--- config.mk ---
export PLATFORM = sky130hd
export DESIGN_NAME = mem_xfer_sequencer
export DESIGN_NICKNAME = d
export VERILOG_FILES = /design/src/rtl/mem_xfer_sequencer.sv
export SDC_FILE = /design/constraint.sdc
export NUM_CORES = 1
export LEC_CHECK = 0
export ABC_AREA = 0
export BUFFER_PORTS_ARGS = -buffer_cell sky130_fd_sc_hd__clkbuf_2
export CORE_AREA = 3 3 84 78
export CTS_BUF_LIST = sky130_fd_sc_hd__clkbuf_16
export DETAILED_ROUTE_END_ITERATION = 8
export DIE_AREA = 0 0 87 81
export HOLD_SLACK_MARGIN = 0.1
export MAX_ROUTING_LAYER = met4
export PLACE_DENSITY = 0.52
export SLEW_MARGIN = 15
export SYNTH_ARGS = -nofsm -noshare
export SYNTH_HDL_FRONTEND = slang
export SYNTH_SLANG_ARGS = --single-unit
--- constraint.sdc ---
create_clock -name clkA -period 2.1 [get_ports clkA]
set_input_delay 0.21 -clock clkA [delete_from_list [all_inputs] [get_ports clkA]]
set_output_delay 0.21 -clock clkA [all_outputs]
set_load 0.02 [all_outputs]
--- src/rtl/mem_xfer_sequencer.sv ---
// Command-driven write/read sequencer for a 4x4 bit-cell memory with a 4-phase req_a/ack_a transfer handshake.
// Optional ack timeout with sticky err flag: define MEM_XFER_TIMEOUT_EN.
module mem_xfer_sequencer #(
    parameter int WR_CYCLES = 2,
    parameter int RD_CYCLES = 1,
    parameter int TIMEOUT   = 255,
    parameter int CNT_W     = 8
) (
    input  logic             clkA,
    input  logic             rst_n,
    input  logic             cmd_valid,
    output logic             cmd_ready,
    input  logic             cmd_wr,
    input  logic [1:0]       cmd_ad,
    input  logic [3:0]       cmd_data,
    output logic             en,
    output logic [1:0]       ad,
    output logic             op,
    output logic [3:0]       din,
    output logic             req_a,
    input  logic             ack_a,
    output logic [CNT_W-1:0] wr_cnt,
    output logic [CNT_W-1:0] xfer_cnt,
    output logic             busy,
    output logic             err,
    input  logic             err_clr
);

    localparam logic [2:0] S_IDLE  = 3'd0;
    localparam logic [2:0] S_WRITE = 3'd1;
    localparam logic [2:0] S_READ  = 3'd2;
    localparam logic [2:0] S_REQ   = 3'd3;
    localparam logic [2:0] S_REL   = 3'd4;

    localparam int PH_MAX = (WR_CYCLES > RD_CYCLES) ? WR_CYCLES : RD_CYCLES;
    localparam int PH_W   = $clog2(PH_MAX + 1);

    logic [2:0]      state;
    logic [PH_W-1:0] phase;
    logic            ack_m;
    logic            ack_s;
    logic            seen_low;
    logic            req_done;
    logic            timeout;

    assign cmd_ready = (state == S_IDLE) && rst_n;
    // A stale ack that is already high when REQ is entered must first be seen low.
    assign req_done  = ack_s && seen_low;

    // NOTE: every flop uses <= so all blocks sample the same pre-edge values.
    always_ff @(posedge clkA) begin
        if (!rst_n) begin
            ack_m <= 1'b0;
            ack_s <= 1'b0;
        end else begin
            ack_m <= ack_a;
            ack_s <= ack_m;
        end
    end

`ifdef MEM_XFER_TIMEOUT_EN
    localparam int TO_W = $clog2(TIMEOUT + 1);

    logic [TO_W-1:0] tcnt;
    logic            to_hit;

    assign to_hit  = (tcnt == TO_W'(TIMEOUT - 1));
    assign timeout = to_hit && (((state == S_REQ) && !req_done) || ((state == S_REL) && ack_s));

    // Cleared outside REQ/RELEASE and on the REQ->RELEASE step, so each wait starts from zero.
    always_ff @(posedge clkA) begin
        if (!rst_n) begin
            tcnt <= '0;
        end else if (((state != S_REQ) && (state != S_REL)) || ((state == S_REQ) && req_done)) begin
            tcnt <= '0;
        end else if (!to_hit) begin
            tcnt <= tcnt + TO_W'(1);
        end
    end

    always_ff @(posedge clkA) begin
        if (!rst_n) begin
            err <= 1'b0;
        end else if (timeout) begin
            err <= 1'b1;
        end else if (err_clr) begin
            err <= 1'b0;
        end
    end
`else
    logic unused_cfg;

    assign timeout    = 1'b0;
    assign err        = 1'b0;
    assign unused_cfg = err_clr | (TIMEOUT == 0);
`endif

    // NOTE: no memory arrays here, so every register is cleared by the synchronous reset.
    always_ff @(posedge clkA) begin
        if (!rst_n) begin
            state    <= S_IDLE;
            phase    <= '0;
            seen_low <= 1'b0;
            en       <= 1'b0;
            ad       <= 2'd0;
            op       <= 1'b0;
            din      <= 4'd0;
            req_a    <= 1'b0;
            busy     <= 1'b0;
            wr_cnt   <= '0;
            xfer_cnt <= '0;
        end else if (timeout) begin
            state <= S_IDLE;
            en    <= 1'b0;
            req_a <= 1'b0;
            busy  <= 1'b0;
        end else begin
            case (state)
                S_IDLE: begin
                    if (cmd_valid) begin
                        state <= cmd_wr ? S_WRITE : S_READ;
                        phase <= '0;
                        en    <= 1'b1;
                        ad    <= cmd_ad;
                        op    <= !cmd_wr;
                        din   <= cmd_wr ? cmd_data : din;
                        busy  <= 1'b1;
                    end
                end
                S_WRITE: begin
                    if (phase == PH_W'(WR_CYCLES - 1)) begin
                        state  <= S_IDLE;
                        en     <= 1'b0;
                        busy   <= 1'b0;
                        wr_cnt <= wr_cnt + CNT_W'(1);
                    end else begin
                        phase <= phase + PH_W'(1);
                    end
                end
                S_READ: begin
                    if (phase == PH_W'(RD_CYCLES - 1)) begin
                        state    <= S_REQ;
                        req_a    <= 1'b1;
                        seen_low <= 1'b0;
                    end else begin
                        phase <= phase + PH_W'(1);
                    end
                end
                S_REQ: begin
                    if (req_done) begin
                        state <= S_REL;
                        req_a <= 1'b0;
                        en    <= 1'b0;
                    end else if (!ack_s) begin
                        seen_low <= 1'b1;
                    end
                end
                S_REL: begin
                    if (!ack_s) begin
                        state    <= S_IDLE;
                        busy     <= 1'b0;
                        xfer_cnt <= xfer_cnt + CNT_W'(1);
                    end
                end
                default: begin
                    state <= S_IDLE;
                    en    <= 1'b0;
                    req_a <= 1'b0;
                    busy  <= 1'b0;
                end
            endcase
        end
    end

endmodule

Word level (Yosys, flattened, before mapping)
Index checks and enable logic that the tools add are counted.
{"block": "classes", "n_bitwise": 4, "muxes": 23, "n_eq_ne": 14, "addsub": 3, "reduce_logical": 20}
{"operator": "$ne 2x2->1 const B", "n": 9}
{"operator": "$add 8x1->8 const B", "n": 2}
{"operator": "$reduce_and 4->1", "n": 4}
{"operator": "$mux 3", "n": 5}
{"operator": "$pmux 3 s5", "n": 1}
{"operator": "$mux 1", "n": 8}
{"operator": "$mux 2", "n": 4}
{"operator": "$pmux 1 s4", "n": 2}
{"operator": "$eq 3x2->1 const B", "n": 2}
{"operator": "$pmux 2 s3", "n": 1}
{"operator": "$reduce_and 2->1", "n": 3}
{"operator": "$reduce_and 3->1", "n": 2}
{"operator": "$reduce_and 5->1", "n": 1}
{"operator": "$not 1->1", "n": 4}
{"operator": "$reduce_or 2->1", "n": 2}
{"operator": "$eq 3x1->1 const B", "n": 1}
{"operator": "$eq 3x3->1 const B", "n": 1}
{"operator": "$logic_not 3->1", "n": 1}
{"operator": "$pmux 1 s3", "n": 1}
{"operator": "$reduce_bool 3->1", "n": 1}
{"operator": "$reduce_or 3->1", "n": 1}
{"operator": "$add 2x1->2 const B", "n": 1}
{"operator": "$eq 2x1->1 const B", "n": 1}
{"operator": "$logic_and 1x1->1", "n": 2}
{"operator": "other kinds (4)", "n": 4}
{"block": "totals", "register_bits": 34}

Depth between registers and ports, before layout
Gate-level depths: netlist of run 1.
{"block": "depth", "word_depth": 4, "mapped_depth": 6, "ltp_nobuf": 6}

Worst setup path after synthesis of run 1
No wires, ideal clock.
{"block": "synth_path", "kind": "reg2reg", "start": "reg state[1]", "end": "reg busy", "n_path_buf": 2, "path_slack_ps": 333, "arrival_time_ps": 1704, "stages_incl_launch_ff": 5, "required_time_ps": 2037, "synth_period_minus_slack_ps": 1767, "cell_sequence": "dfxtp_1 > buf_2 > clkbuf_1 > nor4_1 > mux2_2"}
{"block": "synth_via", "elab_chain_len": 4, "word_cells_on_any_way": 12, "cone_classes": "eq/ne: 7; mux: 1; bitwise: 1; reduce/logical: 3"}
{"element": "from (decl)", "line": "38", "rtl": "logic [2:0] state;"}
{"element": "from (signal assigned)", "line": "121", "rtl": "state <= cmd_wr ? S_WRITE : S_READ;"}
{"element": "$eq 3x2->1", "line": "118", "rtl": "case (state)"}
{"element": "$reduce_or 2->1 (no line)"}
{"element": "$not 1->1 (no line)"}
{"element": "$reduce_and 4->1 (no line)"}
{"element": "to (signal assigned)", "line": "116", "rtl": "busy <= 1'b0;"}
{"element": "to (signal assigned)", "line": "127", "rtl": "busy <= 1'b1;"}
{"element": "to (signal assigned)", "line": "134", "rtl": "busy <= 1'b0;"}
{"element": "to (decl)", "line": "24", "rtl": "output logic busy,"}
Several ways; a longest one is shown, not always the timed one.
A chain may end at the register's enable or synchronous reset.

Final worst setup path of run 1
{"block": "layout_path", "start": "reg state[1]", "end": "out cmd_ready"}
{"block": "layout_via", "elab_chain_len": 2}
{"element": "$logic_not 3->1", "line": "46", "rtl": "assign cmd_ready = (state == S_IDLE) && rst_n;"}
{"element": "$logic_and 1x1->1", "line": "46"}
{"element": "to (decl)", "line": "12", "rtl": "output logic cmd_ready,"}
No other way between the ends.

==> metrics list, run 1 <==
- Async S/R FF share, synth: 0%
- Peak Freq: 587.5 MHz
* Die boundary height: 81 µm
- Synthesized area: 0.001580 mm²
- Num CTS Buffers: 5
- Worst setup path endpoint: cmd_ready
- Count of nets after finishing: 239
- Crit path capture type: primary output
* Endpoints failing hold: 0
* CP max FO: 12
- Clock Skews: 0.002251 ns
- Total GRT Usage: 10.55%
- Clock tree synthesis selected as its root buffer the cell clkbuf_16.
- Area used by multi-input combinational logic: 825.8 µm²
- Detailed router's first-iteration violation count: 41
- Largest voltage drop on the vdd net: 0.3183 mV
- The congestion estimate from routability-driven global placement came to 0.7610.
* Horizontal die dimension: 87 µm
* Number of port buffers: 37
* Setup fix buffers added after clock tree synthesis: 0
* Number of distinct library cell variants in the gate-level netlist after synthesis: 40
- Gate count of the mapped netlist: 183
- The synthesized design contains 0 enable-type register cells.
* Pwr Density: 821.5 mW/mm²
- The post-route netlist has 25.11% of its cells at a drive strength greater than 1.
* Total wire length after detailed routing: 3330 µm
- ANT nets after route: 0
* Post-Layout Inst Area: 0.001982 mm²
- Cts repair resizes: 0
- Largest net degree at the start of global routing: 21
- The H-tree was split into 2 levels.
- Post-synthesis register bit count: 34
* Clock period minus final worst setup slack: 1.702 ns
- Leaving out fill and tap cells, the most frequent cells in the layout are clkbuf_2 (37), dfxtp_1 (34), nor2_1 (26), nand2_1 (21), a21oi_1 (13).
* Static leakage power: 0.8082 nW
- Part of the Yosys area used for sequential elements: 43.07%
- Number of fill cells in the layout: 616
- The initial utilization of the core area, before any placement, comes to 27.76%.
- In the routed layout, each cell is associated on average with a via count of 4.659.
- Final TNS setup: 0 ns
* Die area: 0.007047 mm²
- Share of the cycle needed by the critical path after routing: 81.05%
* Worst reg2reg path endpoint: phase[1]
- The core region is 0.005693 mm².
- Slack of the worst reg-to-reg path: 0.50 ns
* Worst min-delay path class: input port to flip-flop
* Area growth from synthesis to layout: 25.42%
- In this run the deepest clock path goes through 2 buffers.
- In this run the critical register-to-register path is launched from state[1].
- Nature of the critical path startpoint: flip-flop
* CP arrival: 1.49 ns
- Io pins: 40
- Mean area per synthesized cell: 8.635 µm²
* Launch instance of the worst min-delay path: ack_a
- The total overflow left after global routing is 0.
* Final antenna diode count: 0
- Number of antenna violations at the first check in global routing: 0
- The max-slew violation count came to 0.
* Commonest non-fill, non-tap cell in the layout: clkbuf_2
* Synth Net Count: 199
- Site Rows: 26
- Setup repair after global routing missed its margin: no
* Yosys warns: 0
* Core occupancy in the finished layout: 34.81%
* Setup Viol. Count Final: 0
- The tightest hold path in the finished design has a slack of 0.1528 ns.
* Worst Reg-to-Reg Cells: 4
- In the final layout, flip-flops and latches occupy 680.7 µm².
- TritonCTS clock tree: built
- After detailed placement, the total cell area comes to 0.001847 mm².
* Final routed wire length divided by cell count: 11.37 µm
- Most frequently used flop master after synthesis: dfxtp_1
* First-pass iteration count of the detailed router: 4
- After clock tree synthesis, the clock-pin slew on the worst setup and hold paths is 0.05 ns.
* Status: finished clean
- Number of global-route vias before repair: 1231
- Once detailed placement completed, the half-perimeter wirelength came to 2446 µm.
- The critical path is of the flip-flop to primary output type.
* Total via count after detailed routing: 1365
- Max-cap violations in this run came to 0.
* First-pass GRT wire length: 5692 µm
- Clock latency on the worst-skew pair: 0.27 ns
- In this run, post-CTS hold repair placed 0 buffers.
* Overall power after layout: 1.628 mW
- For this run, design rule violations remaining after detail routing come to 0.
* Critical Path Start: state[1]
* Sink count of the clock tree: 34
* Critical Path RT: 1.89 ns
==> critical path, cell delays in order (launching register included) <==
cell and delay, ns:
dfxtp_1 0.40, buf_4 0.22, nor4_1 0.37, clkbuf_2 0.24
==> layer usage <==
layer	vias to the layer above	wire, µm	global-route usage, %
met5	-	0	-
met4	0	44	3.738
met3	6	186	3.144
met2	31	1443	16.08
met1	616	1656	13.22
li1	712	-	-
==> through the flow <==
| stage | instances | setup WS (ns) |
|---|---|---|
| 6_report | 293 | 0.3980 |
| 5_1_grt | 293 | 0.2667 |
| 4_1_cts | 293 | 0.3583 |
| 3_5_place_dp | 286 | 0.4592 |
| 3_3_place_gp | 286 | 0.4756 |
| 2_1_floorplan | 183 | 0.3329 |
==> kinds of logic after synthesis <==
group                    after synthesis  synth area share, %
AO/OA/AOI/OAI                         32                12.83
XOR/XNOR                              14                7.759
adder cells (fa/ha/maj)                4                3.167
buffers and inverters                 16                4.671
flip-flops                            34                43.07
multiplexers                           4                2.692
other                                  1               0.2373
AND/OR/NAND/NOR                       78                25.57
==> power breakdown <==
part	total [mW]	leakage [nW]	internal [mW]	switching, mW
logic	0.248	0.462	0.100	0.148
clock network	0.675	0.0694	0.427	0.248
registers	0.705	0.276	0.679	0.0264
total	1.63	0.808	1.21	0.422
==> layout make-up <==
class | instances | area share, %
inverter | 6 | 1.136
timing repair buffer | 43 | 11.62
tap | 70 | 4.419
sequential | 34 | 34.34
clock buffer | 5 | 6.313
multi-input combinational | 133 | 41.67
clock inverter | 2 | 0.5051
==> Yosys cell counts (2+ instances only) <==
cell      instances  share of area (%)
mux2i_1           2                1.3
and2_1            4                1.6
nand4_1           4                1.6
a32o_1            3                1.9
nand2_1          21                5.0
o31ai_1           3                1.4
ha_1              4                3.2
o21ai_0           6                1.9
nand3_1           7                2.2
a21oi_1          13                4.1
inv_1             5                1.2
nor4_1            2               0.79
nor2_1           26                6.2
nor3_1            5                1.6
buf_2             2               0.63
dfxtp_1          34                 43
xnor2_1           8                4.4
mux2_2            2                1.4
xor2_1            6                3.3
clkbuf_1          5                1.2
nor4b_2           2                1.9
==> flip-flops by register name (all words and copies together), names as in the netlist, 2 cells and up <==
| register | cells |
|---|---|
| phase | 2 |
| xfer_cnt | 8 |
| wr_cnt | 8 |
| state | 3 |
| ad | 2 |
| din | 4 |
==> how the worst min path moves through the flow <==
stage	endpoint	depth (start not counted)	slack, ns
final	ack_m	2	0.15
after global routing	ack_m	2	0.16
after CTS	ack_m	2	0.15
after detailed placement	ack_s	1	0.42
after global placement	ack_s	1	0.42
after floorplan	ack_m	1	0.34
(Power assumes the default switching activity.)
==> inputs of run 2 (changes only) <==
==> constraint.sdc (replaced) <==
create_clock -name clkA -period 1.6 [get_ports clkA]
set_input_delay 0.16 -clock clkA [delete_from_list [all_inputs] [get_ports clkA]]
set_output_delay 0.16 -clock clkA [all_outputs]
set_load 0.02 [all_outputs]
==> run 2 against run 1 <==
  * Clock skew about the same
  * Register-to-register slack worse by 0.42 ns
  * Clock-buffer cell count unchanged
  * Largest power group unchanged
  * Worst setup slack worse by 0.32 ns
  * Non-clock buffer count up 12
  * Sequential power up 30%
  * Flip-flop and latch count unchanged
==> metrics list, run 2 (synthesis results as in run 1) <==
- Status: finished clean
- Setup repair after global routing could not meet its margin everywhere.
- Setup Viol. Count Final: 0 (unchanged)
* Die boundary height: 81 µm (unchanged)
* Sink count of the clock tree: 34 (unchanged)
- Peak Freq: 657.0 MHz
- The arrival time of the worst setup path was 1.69 ns (+0.20 ns).
* Total overflow reported by the global router: 0 (unchanged)
- Io pins: 40 (unchanged)
* CTS max path bufs: 2 (unchanged)
- The cell-internal power was 1.614 mW (+34%).
- The length of the first detailed-routing pass in iterations is 4 (unchanged).
* Die area: 0.007047 mm² (unchanged)
* Clock root buffer: clkbuf_16
- Pwr Density: 1042 mW/mm² (+27%)
- The endpoint identified for the worst register-to-register timing path is xfer_cnt[6].
- Critical Path Start: state[2]
* Share of the cycle needed by the critical path after routing: 95.13%
* Final slew viol count: 0 (unchanged)
- Depth of the CTS H-tree: 2 (unchanged)
* Slack of the worst reg-to-reg path: 0.08 ns (-0.42 ns)
- TritonCTS clock tree: built
* Total GRT Usage: 10.68% (+0.14 points)
- The layout cell share with drive strength beyond 1 is 28.39% (+3.3 points).
- Portion of total power attributed to sequential cells: 42.1% (-1.2 points)
- The number of gates resized after CTS is 0 (unchanged).
- The worst register-to-register path begins at state[2].
* Switching share of power: 25.79% (-0.12 points)
- The worst ir drop on vdd is 0.6515 mV (+100%).
* Post-layout worst setup margin: 0.07795 ns (-0.3201 ns)
- Vias per Instance: 4.487 (-3.7%)
* Worst min-delay path class: input port to flip-flop
- The pin count of the biggest net entering global routing was 19 (-9.5%).
* Horizontal die dimension: 87 µm (unchanged)
- Crit path capture type: flip-flop
- Detailed router's first-iteration violation count: 82 (+100%)
* Share of total power in combinational logic: 17.2% (+2.0 points)
* Total wire length after detailed routing: 3434 µm (+3.1%)
* Post-route DRC violation count: 0 (unchanged)
- The via count of the first global-routing pass came to 1248 (+1.4%).
* Count of nets after finishing: 251 (+5.0%)
* Final TNS setup: 0 ns (unchanged)
- The clock network latency to the later pin of the worst-skew pair is 0.27 ns (about the same).
- The worst setup path is of the flip-flop to flip-flop kind.
* Worst Reg-to-Reg Cells: 4 (unchanged)
* Clock share of power: 40.7% (-0.7 points)
- The total net switching power was 0.5611 mW (+33%).
* Nature of the critical path startpoint: flip-flop
- Initial core utilization: 27.76% (unchanged)
- Critical Path RT: 1.76 ns (-0.13 ns)
- The worst hold slack came to 0.1238 ns (-0.02897 ns).
- Top library cells by usage in the layout, fill and taps aside: clkbuf_2 (37), dfxtp_1 (34), nor2_1 (26), nand2_1 (21), buf_4 (17)
- The area growth from synthesis to layout is 32.15%.
- The count of nets left with antenna violations after detail routing was 0 (unchanged).
- Final antenna diode count: 0 (unchanged)
- Site Rows: 26 (unchanged)
- Clock period minus final worst setup slack: 1.522 ns
- The library cell used most frequently in the layout, excluding fill and tap cells, is clkbuf_2.
- The most critical setup path has its endpoint at xfer_cnt[6].
* Num CTS Buffers: 5 (unchanged)
- Number of antenna violations at the first check in global routing: 0 (unchanged)
- The post-CTS clock slew at the launch and capture registers of the worst setup and hold paths came to 0.05 ns (about the same).
* First-pass GRT wire length: 5802 µm (+1.9%)
- The floorplan core area was 0.005693 mm² (unchanged).
* Regs by FF count: wr_cnt: 8 flops, xfer_cnt: 8 flops, din: 4 flops
- Final routed wire length divided by cell count: 11.22 µm (-1.3%)
- The worst setup slack after placement is 0.08709 ns (-0.3721 ns).
- The number of non-filler instances in the completed layout was 306 (+4.4%).
* Clock Skews: 0.002413 ns (+0.0001622 ns)
- Endpoints failing hold: 0 (unchanged)
* Number of port buffers: 37 (unchanged)
- The number of maximum-capacitance constraint violations is 0 (unchanged).
- Routability-driven placement congestion ratio: 0.8026 (+5.5%)
- The top fanout value on the critical path was 5 (-7).
- Static leakage power: 0.8641 nW (+6.9%)
* Cell count after placement: 295 (+3.1%)
- The overall via count from detail_route came to 1373 (+0.59%).
- The HPWL after detailed placement was 2501 µm (+2.2%).
## run 2: cell count changes in the layout (fill, tap and decap cells not counted)
cell / change
nor4_1: -1
nor4bb_1: -1
buf_4: +11
clkinv_2: -2
clkinv_1: +3
nor4_2: +1
nor4bb_2: +1
dlygate4sd3_1: +1
## run 2: final cells by class
class                      count  area (µm²)
fill                         599        3605
multi-input combinational    133       838.3
sequential                    34       680.7
timing repair buffer          55       322.8
clock buffer                   5       125.1
tap                           70       87.58
inverter                       6       22.52
clock inverter                 3       11.26
## run 2: worst max-delay path: stages (launching register included)
cell     delay, ns
dfxtp_1       0.40
or4b_4        0.53
nor3_1        0.29
xnor2_1       0.15
nor2_1        0.05
## run 2: worst min-delay path by stage
stage / from / endpoint / cells after the start
floorplan: ack_a / ack_m / 1
global placement: ack_a / ack_m / 2
detailed placement: ack_a / ack_m / 2
CTS: cmd_data[1] / din[1] / 3
global route: cmd_data[1] / din[1] / 3
finish: cmd_data[3] / din[3] / 3
## run 2: power by group through the flow
stage	Clock [mW]	Combinational, mW	Sequential, mW
after floorplan	0	0.213	0.967
after global placement	0	0.366	0.934
after detailed placement	0	0.367	0.934
after CTS	0.929	0.369	0.917
after global routing	0.960	0.417	0.921
final	0.884	0.375	0.916
## run 2: layer usage
layer / GRT usage (%) / part of all wire (%)
met1: 13.24 / 50
met2: 15.78 / 44
met3: 4.158 / 5.5
met4: 3.738 / 0.73
met5: - / 0
## run 2: metrics by stage
stage	power (mW)	utilization, %	area, µm²
5_1_grt	2.299	36.68	2088
2_1_floorplan	1.180	-	1593
3_3_place_gp	1.300	33.85	1927
6_report	2.176	36.68	2088
4_1_cts	2.215	36.42	2073
3_5_place_dp	1.302	33.85	1927
## run 2: repair_timing
action,4_1_cts,5_1_grt
buffers inserted,0,2
setup endpoints to repair,0,6
hold buffers,1,0
hold endpoints to repair,1,0
==> inputs of run 3 (changes only) <==
==> constraint.sdc (replaced) <==
create_clock -name clkA -period 1.8 [get_ports clkA]
set_input_delay 0.18 -clock clkA [delete_from_list [all_inputs] [get_ports clkA]]
set_output_delay 0.18 -clock clkA [all_outputs]
set_load 0.02 [all_outputs]
==> run 3 against run 2 <==
  * Critical path type is now flip-flop to primary output
  * Final area is 3.6% lower
  * Worst setup slack better by 0.13 ns
  * Via count is 0.58% higher
  * Register-to-register slack better by 0.17 ns
  * Critical path depth is 1 lower
  * Cell count is 2.9% lower
  * Sequential power is 10% lower
  * Largest power group unchanged
  * Non-clock buffer count is 9 lower
  * Clock power is 8.3% lower
  * Utilization is 1.3 points lower
  * Die area stayed put
==> metrics list, run 3 (synthesis results as in run 1) <==
- Status: finished clean
- Top library cells by usage in the layout, fill and taps aside: clkbuf_2 (37), dfxtp_1 (34), nor2_1 (26), nand2_1 (21), a21oi_1 (13)
* Final slew viol count: 0 (unchanged)
- The worst setup path is launched from a flip-flop.
- The aggregate negative setup slack is 0 ns (unchanged).
- The top fanout value on the critical path is 15 (+10).
- The count of endpoints failing setup in the final report is 0 (unchanged).
* Depth of the CTS H-tree: 2 (unchanged)
* Total overflow reported by the global router: 0 (unchanged)
- Share of total power in combinational logic: 15.6% (-1.6 points)
- Routability-driven placement congestion ratio: 0.8104 (+0.97%)
- The length of the first detailed-routing pass in iterations came to 4 (unchanged).
* Cell count after placement: 289 (-2.0%)
- Crit path capture type: primary output
- The clock network latency to the later pin of the worst-skew pair came to 0.28 ns (about the same).
- Num CTS Buffers: 5 (unchanged)
- Worst slack, placed: 0.2461 ns (+0.1590 ns)
* Number of port buffers: 37 (unchanged)
* Setup repair after global routing missed its margin: no
- The post-CTS clock slew at the launch and capture registers of the worst setup and hold paths is 0.05 ns (about the same).
* Core region area: 0.005693 mm² (unchanged)
- Total GRT Usage: 11.26% (+0.58 points)
* Clock share of power: 42.0% (+1.3 points)
- The switching power as a share of total power is 26.81% (+1.0 points).
- Clock tree synthesis selected as its root buffer the cell clkbuf_16.
- Die area: 0.007047 mm² (unchanged)
- Largest net degree at the start of global routing: 18 (-1)
- The via count of the first global-routing pass is 1254 (+0.48%).
- Final routed wire length divided by cell count: 12.04 µm (+7.3%)
- Regs by FF count: wr_cnt: 8 flops, xfer_cnt: 8 flops, din: 4 flops
- Vias per Instance: 4.650 (+3.6%)
- The required time at the worst-slack endpoint is 1.62 ns (-0.14 ns).
* Clock Skews: 0.003370 ns (+0.0009567 ns)
- Counting I/O delays and the setup requirement, the final critical path takes 1.597 ns.
- Initial core utilization: 27.76% (unchanged)
- Commonest non-fill, non-tap cell in the layout: clkbuf_2
- The total net switching power came to 0.5180 mW (-7.7%).
* Worst min-delay path class: input port to flip-flop
- The hold violation total from the final report came to 0 (unchanged).
- Pwr Density: 959.9 mW/mm² (-7.9%)
- Post-layout worst setup margin: 0.2033 ns (+0.1253 ns)
- Share of the cycle needed by the critical path after routing: 88.71%
* Core occupancy in the finished layout: 35.36% (-1.3 points)
- CTS max path bufs: 2 (unchanged)
- Final antenna diode count: 0 (unchanged)
* Max_cap viols: 0 (unchanged)
* Horizontal die dimension: 87 µm (unchanged)
- ANT nets after route: 0 (unchanged)
* Share of final-layout standard cells stronger than drive strength 1: 25.99% (-2.4 points)
* Portion of total power attributed to sequential cells: 42.5% (+0.4 points)
* Total via count after detailed routing: 1381 (+0.58%)
- The violation count after the first detailed-route iteration came to 61 (-26%).
- Largest voltage drop on the vdd net: 0.4707 mV (-28%)
- Count of nets after finishing: 242 (-3.6%)
- The remaining routing DRC violations came to 0 (unchanged).
- The top-level port count came to 40 (unchanged).
- Peak Freq: 626.3 MHz
- Total wire length after detailed routing: 3575 µm (+4.1%)
- Site Rows: 26 (unchanged)
- The die boundary height is 81 µm (unchanged).
- The number of setup buffers added after CTS is 0 (unchanged).
- Static leakage power: 0.8268 nW (-4.3%)
- The critical path in this run is classified as flip-flop to primary output.
- Sink count of the clock tree: 34 (unchanged)
* Area growth from synthesis to layout: 27.40%
- TritonCTS built the clock tree.
- The total power draw is 1.932 mW (-11%).
- Hold_buf cts: 0 (-1)
* First-pass GRT wire length: 5982 µm (+3.1%)
* Half-perimeter wire length after placement: 2592 µm (+3.7%)
- The arrival time of the worst setup path came to 1.42 ns (-0.27 ns).
- Number of antenna violations at the first check in global routing: 0 (unchanged)
- Number of non-filler instances in the completed layout: 297 (-2.9%)
* Internal power component: 1.414 mW (-12%)
==> run 3: cell count changes in the layout (fill, tap and decap cells not counted), sizes merged <==
cell	before	now
inv	5	6
clkinv	4	3
dlygate4sd3	1	0
buf	17	9
==> run 3: metal layers <==
metal	routed length, µm	part of all wire (%)	GRT usage [%]	up-vias
met1	1758	49	14.18	628
met4	52	1.5	4.206	0
met3	202	5.7	3.955	6
met5	0	0	-	-
met2	1562	44	16.54	30
li1	-	-	-	717
==> run 3: path summary, 6_finish.rpt <==
path | cells past startpoint | slack [ns] | from | to
setup / recovery | 3 | 0.20 | state[1] | cmd_ready
hold / removal | 2 | 0.11 | ack_a | ack_m
hold reg to reg | 1 | 0.44 | ack_m | ack_s
setup reg to reg | 4 | 0.25 | state[1] | xfer_cnt[7]
==> run 3: timing repair <==
| action | 4_1_cts | 5_1_grt |
|---|---|---|
| endpoints found under the hold margin | 0 | 0 |
| resized for setup | 0 | 1 |
| setup endpoints to repair | 0 | 1 |
==> run 3: cell type report <==
class                   count  area, µm²
clock inverters             3      12.51
clock buffers               5      125.1
multi-input cells         133      832.0
repair buffers             46      252.7
inverters                   6      22.52
well taps                  70      87.58
fillers                   610       3680
flip-flops and latches     34      680.7
==> run 3: stage by stage <==
stage,cell area (µm²),hold WS [ns]
floorplan,1580,0.3073
global placement,1869,0.4032
detailed placement,1869,0.4031
CTS,2007,0.1121
global route,2013,0.1372
finish,2013,0.1122
==> run 3: worst max-delay path: stages, from the launching register on <==
cell,delay (ns)
dfxtp_1,0.37
buf_4,0.21
nor4_2,0.33
clkbuf_2,0.23
==> run 3: power groups by stage <==
stage | combinational [mW] | sequential, mW | clock [mW]
2_1_floorplan | 0.186 | 0.859 | 0
3_3_place_gp | 0.301 | 0.835 | 0
3_5_place_dp | 0.302 | 0.837 | 0
4_1_cts | 0.303 | 0.821 | 0.845
5_1_grt | 0.337 | 0.825 | 0.872
6_report | 0.301 | 0.820 | 0.811
